===== config.mk =====
export PLATFORM = sky130hd
export DESIGN_NAME = lib_switch_onehot_buffered
export DESIGN_NICKNAME = d
export VERILOG_FILES = /design/src/rtl/lib_switch_onehot_buffered.sv
export SDC_FILE = /design/constraint.sdc
export NUM_CORES = 1
export LEC_CHECK = 0
export ABC_AREA = 1
export CAP_MARGIN = 10
export CORE_UTILIZATION = 30
export CTS_BUF_LIST = sky130_fd_sc_hd__clkbuf_4
export CTS_CLUSTER_SIZE = 12
export DETAILED_ROUTE_END_ITERATION = 12
export PLACE_DENSITY_LB_ADDON = 0.15
export SLEW_MARGIN = 20
export SYNTH_ARGS = -nofsm -noshare
export SYNTH_HDL_FRONTEND = slang
export SYNTH_SLANG_ARGS = --single-unit

===== constraint.sdc =====
create_clock -name clk -period 7 [get_ports clk]
set_input_delay 2.1 -clock clk [delete_from_list [all_inputs] [get_ports clk]]
set_output_delay 2.1 -clock clk [all_outputs]
set_load 0.03 [all_outputs]

===== src/rtl/lib_switch_onehot_buffered.sv =====
`default_nettype none
// +--------------------------------------------------------------------------+
// | lib_switch_onehot_buffered: NxM one-hot crossbar with per-output FIFOs,   |
// | valid/ready flow control and all-or-none multicast.                       |
// | Optional: LIB_SWITCH_SEL_CHECK_EN adds multi-bit select error reporting.  |
// | Rev 1.0                                                                   |
// +--------------------------------------------------------------------------+
module lib_switch_onehot_buffered #(
  parameter int N     = 5,
  parameter int M     = 5,
  parameter int WIDTH = 64,
  parameter int DEPTH = 2
) (
  input  logic             clk,
  input  logic             reset_n,
  input  logic             ce,
  input  logic [N-1:0]     i_sel      [M],
  input  logic [WIDTH-1:0] i_data     [N],
  input  logic [N-1:0]     i_valid,
  output logic [N-1:0]     o_in_ready,
  output logic [WIDTH-1:0] o_data     [M],
  output logic [M-1:0]     o_valid,
`ifdef LIB_SWITCH_SEL_CHECK_EN
  output logic [M-1:0]     o_sel_err,
  output logic [15:0]      o_err_cnt,
`endif
  input  logic [M-1:0]     i_ready
);

  localparam int PW = $clog2(DEPTH);
  localparam int CW = PW + 1;

  logic [M-1:0]     sel_ok;
  logic [M-1:0]     multi;
  logic [M-1:0]     full;
  logic [M-1:0]     push;
  logic [N-1:0]     accept;
  logic [M-1:0]     tgt       [N];
  logic [WIDTH-1:0] push_data [M];

  always_comb begin
    for (int m = 0; m < M; m++) begin
      multi[m]  = (i_sel[m] & (i_sel[m] - N'(1))) != '0;
      sel_ok[m] = (i_sel[m] != '0) && !multi[m];
    end
  end

  always_comb begin
    for (int n = 0; n < N; n++) begin
      tgt[n] = '0;
      for (int m = 0; m < M; m++) begin
        tgt[n][m] = sel_ok[m] & i_sel[m][n];
      end
    end
  end

  // An input is ready only if every one of its targets has room, so multicast is all-or-none.
  always_comb begin
    for (int n = 0; n < N; n++) begin
      o_in_ready[n] = ce && reset_n && (tgt[n] != '0) && ((tgt[n] & full) == '0);
    end
  end

  assign accept = i_valid & o_in_ready;

  always_comb begin
    for (int m = 0; m < M; m++) begin
      push[m]      = sel_ok[m] && ((i_sel[m] & accept) != '0);
      push_data[m] = '0;
      for (int n = 0; n < N; n++) begin
        if (i_sel[m][n]) push_data[m] = push_data[m] | i_data[n];
      end
    end
  end

  for (genvar m = 0; m < M; m++) begin : g_out
    logic [WIDTH-1:0] mem_q [DEPTH];
    logic [WIDTH-1:0] mem_d [DEPTH];
    logic [PW-1:0]    wr_ptr_q, wr_ptr_d;
    logic [PW-1:0]    rd_ptr_q, rd_ptr_d;
    logic [CW-1:0]    cnt_q, cnt_d;
    logic             pop;

    // A pop at count 0 is impossible, so push+pop on an empty FIFO simply fills it.
    assign pop     = ce && (cnt_q != '0) && i_ready[m];
    assign full[m] = (cnt_q == CW'(DEPTH));

    always_comb begin
      mem_d    = mem_q;
      wr_ptr_d = wr_ptr_q;
      rd_ptr_d = rd_ptr_q;
      cnt_d    = cnt_q;
      if (push[m]) begin
        mem_d[wr_ptr_q] = push_data[m];
        wr_ptr_d        = wr_ptr_q + PW'(1);
      end
      if (pop) rd_ptr_d = rd_ptr_q + PW'(1);
      case ({push[m], pop})
        2'b10:   cnt_d = cnt_q + CW'(1);
        2'b01:   cnt_d = cnt_q - CW'(1);
        default: cnt_d = cnt_q;
      endcase
    end

    always_ff @(posedge clk) begin
      if (!reset_n) begin
        wr_ptr_q <= '0;
        rd_ptr_q <= '0;
        cnt_q    <= '0;
      end else begin
        wr_ptr_q <= wr_ptr_d;
        rd_ptr_q <= rd_ptr_d;
        cnt_q    <= cnt_d;
      end
    end

    always_ff @(posedge clk) begin
      mem_q <= mem_d;
    end

    assign o_valid[m] = (cnt_q != '0);
    assign o_data[m]  = (cnt_q != '0) ? mem_q[rd_ptr_q] : '0;
  end

`ifdef LIB_SWITCH_SEL_CHECK_EN
  logic [M-1:0] sel_err_q, sel_err_d;
  logic [15:0]  err_cnt_q, err_cnt_d;
  logic [16:0]  err_sum;

  always_comb begin
    sel_err_d = {M{ce}} & multi;
    err_sum   = {1'b0, err_cnt_q};
    for (int m = 0; m < M; m++) begin
      err_sum = err_sum + 17'(sel_err_d[m]);
    end
    err_cnt_d = err_sum[16] ? 16'hFFFF : err_sum[15:0];
  end

  always_ff @(posedge clk) begin
    if (!reset_n) begin
      sel_err_q <= '0;
      err_cnt_q <= '0;
    end else begin
      sel_err_q <= sel_err_d;
      err_cnt_q <= err_cnt_d;
    end
  end

  assign o_sel_err = sel_err_q;
  assign o_err_cnt = err_cnt_q;
`endif

endmodule
`default_nettype wire


==> results.cfg <==
[floorplanning]
die_w_um = 341
die-area_mm2 = 0.116
num_rows = 123
dieHeight_um = 341
initial_core_util_pct = 30.5
coreArea_mm2 = 0.113
io_pins = 688

[drt]
drtPass1Iterations = 6
drtAntennaViolNets = 0
drc = 0
vias_per_cell = 5.59
num_vias = 33800
drtIter0Drc = 3852
wl_per_cell_um = 28.4
wl_um = 172000

[cts]
post_cts_buffers = 0
cts_tree = built
cts-resized-gates = 0
cts_made_buffers = 183
cts_root_buf = clkbuf_4
cts.sinks = 660
cts_hold_buf = 0
h-tree-depth = 4
clkTransAtPathRegs_ns = 0.06
clock_path_buffers = 3
clock_latency_ns = 1.12

[placement]
dpl.hpwl_um = 116000
gp_congestion = 0.898
placement.io_buffers = 687
dp_cells = 5708

[sta]
drv_slew = 0
hold_viol = 0
maxSlewHeadroom_pct = 20.7
period_share_pct = 90.8
fmax_mhz = 157
grt_setup_unrepaired = no
period_needed_ns = 6.35
fin_skew_ns = 0.0655
worst_slew_pin_slew_ns = 1.19
finalSetupViolCount = 0
tns_ns = 0

[yosys]
synth-seq-cells = 660
ys_warn_count = 0
synth_area_per_cell_um2 = 9.25
async_flop_share_pct = 0
syn-instance-count = 3723
ys_seq_area_share_pct = 56.9
synth_edf_count = 640
synth_top_area_share_pct = 55.8
synth_ff_type = edfxtp_1
yosys-top-cells-count = nand2_1, a21oi_1, edfxtp_1
yosysTopAreaCell = edfxtp_1
ys_top_cells_by_area = edfxtp_1, nand2_1, a21oi_1
synthesis.area_mm2 = 0.0345
syn-num-nets = 4086
synth.distinct_cells = 37
synth_most_common_cell = nand2_1

[outcome]
status = complete, no violations

[global_route]
grt_pass1_wl_um = 239000
grt_pass1_vias = 31800
grt-ovfl-total = 0
grt_max_degree = 67
grt_usage_pct = 28.6
antenna_found_initial = 10

[power]
powerDensity_mw_per_mm2 = 203
max-vdd-ir-drop_uv = 94.8
p_leak_nw = 15.8

[worst_setup_path]
cp.arrival_ns = 4.25
start_kind = input pin
crit_type = in2out
critPathLaunch = i_sel[19]
critPathRequiredTime_ns = 4.90
r2r-start = g_out[4].cnt_q[0]
endpoint_kind = output port
cp_max_fo = 19

[final_layout]
fin_nets = 4756
layout-drive-gt1-share_pct = 10.5
final.fill_count = 11400
syn_to_final_growth_pct = 31.3
stdcell_count = 6040

[run]
cap_violations = 0

[min_path]
hold_class = reg2reg
hp-start = g_out[0].cnt_q[1]
-- registers in the layout (all words and copies together), names as in the netlist --
name / count
g_out.rd_ptr_q: 5
g_out.wr_ptr_q: 5
g_out.mem_q: 640
g_out.cnt_q: 10
-- worst paths after layout --
check / slack (ns) / endpoint / depth (start not counted)
hold / removal: 0.52 / g_out[0].cnt_q[1] / 2
setup / recovery: 0.65 / o_in_ready[3] / 9
setup reg to reg: 3.87 / g_out[0].mem_q[83] / 11
hold reg to reg: 0.52 / g_out[0].cnt_q[1] / 2
-- where the power goes --
part / total (mW) / switching [mW] / internal (mW) / leakage [nW]
Combinational: 1.24 / 0.820 / 0.418 / 8.40
Clock: 3.56 / 1.69 / 1.87 / 1.39
Sequential: 4.39 / 0.00770 / 4.39 / 6.01
Total: 9.20 / 2.52 / 6.68 / 15.8
-- area by class of cell --
cell class / count / area (um2) / area share, %
clock buffers: 272 / 2040 / 4.51
multi-input cells: 2522 / 12900 / 28.4
inverters: 263 / 1020 / 2.26
diodes: 16 / 40.0 / 0.0885
clock inverters: 44 / 275 / 0.609
repair buffers: 763 / 7480 / 16.5
flip-flops and latches: 660 / 19600 / 43.4
well taps: 1500 / 1880 / 4.15
-- metal layers --
metal	GRT usage (%)	vias up	wire, um
met2	46.9	1969	81500
met3	5.93	355	14500
met5	0	-	11
met4	12.1	2	6760
li1	-	15000	-
met1	36.5	16400	68900
-- kinds of logic (layout without fill, tap and decap cells) --
group	Yosys count	in the layout	synth area share, %
flip-flops	660	660	56.9
AND/OR/NAND/NOR	1188	1188	14.0
AO/OA/AOI/OAI	1325	1325	22.8
XOR/XNOR	4	4	0.102
other	0	16	0
buffers and inverters	541	1342	5.95
adder cells (fa/ha/maj)	5	5	0.182
-- per-stage QoR --
stage	total power, mW	utilization (%)	setup slack (ns)	area (um2)	hold slack, ns
global route	9.54	40.0	0.546	45200	0.566
global placement	5.68	37.9	0.618	42900	0.507
CTS	9.26	40.0	0.601	45200	0.525
detailed placement	5.69	37.9	0.608	42900	0.514
floorplan	5.05	-	0.584	34500	0.459
finish	9.20	40.0	0.647	45200	0.524
-- cell usage in the layout, fill, tap and decap left out, types with 5 or more instances in the layout --
cell                n
clkbuf_4          272
dfxtp_4             5
o21ai_0           336
clkinv_1           29
edfxtp_1          640
nand3_2            11
buf_12              6
nand2_1          1024
nand3_1            15
nor2_1             40
nor2_2             10
clkdlybuf4s50_1   672
nand4_1            43
inv_4               6
inv_2              14
buf_4              85
a21oi_1           662
nor2_4             17
nand2_2            12
diode_2            16
dfxtp_1            15
clkinv_2           22
ha_1                5
inv_1             228
o221ai_1          320
-- worst max-delay path, cell delays in order --
cell             delay, ns
clkdlybuf4s50_1       0.62
clkinv_2              0.40
nand4_1               0.28
nor2_1                0.06
nor2_1                0.13
nand3_2               0.11
nor2_4                0.14
and2_1                0.22
buf_4                 0.19
Note: power is estimated with default switching activity, not from simulation.
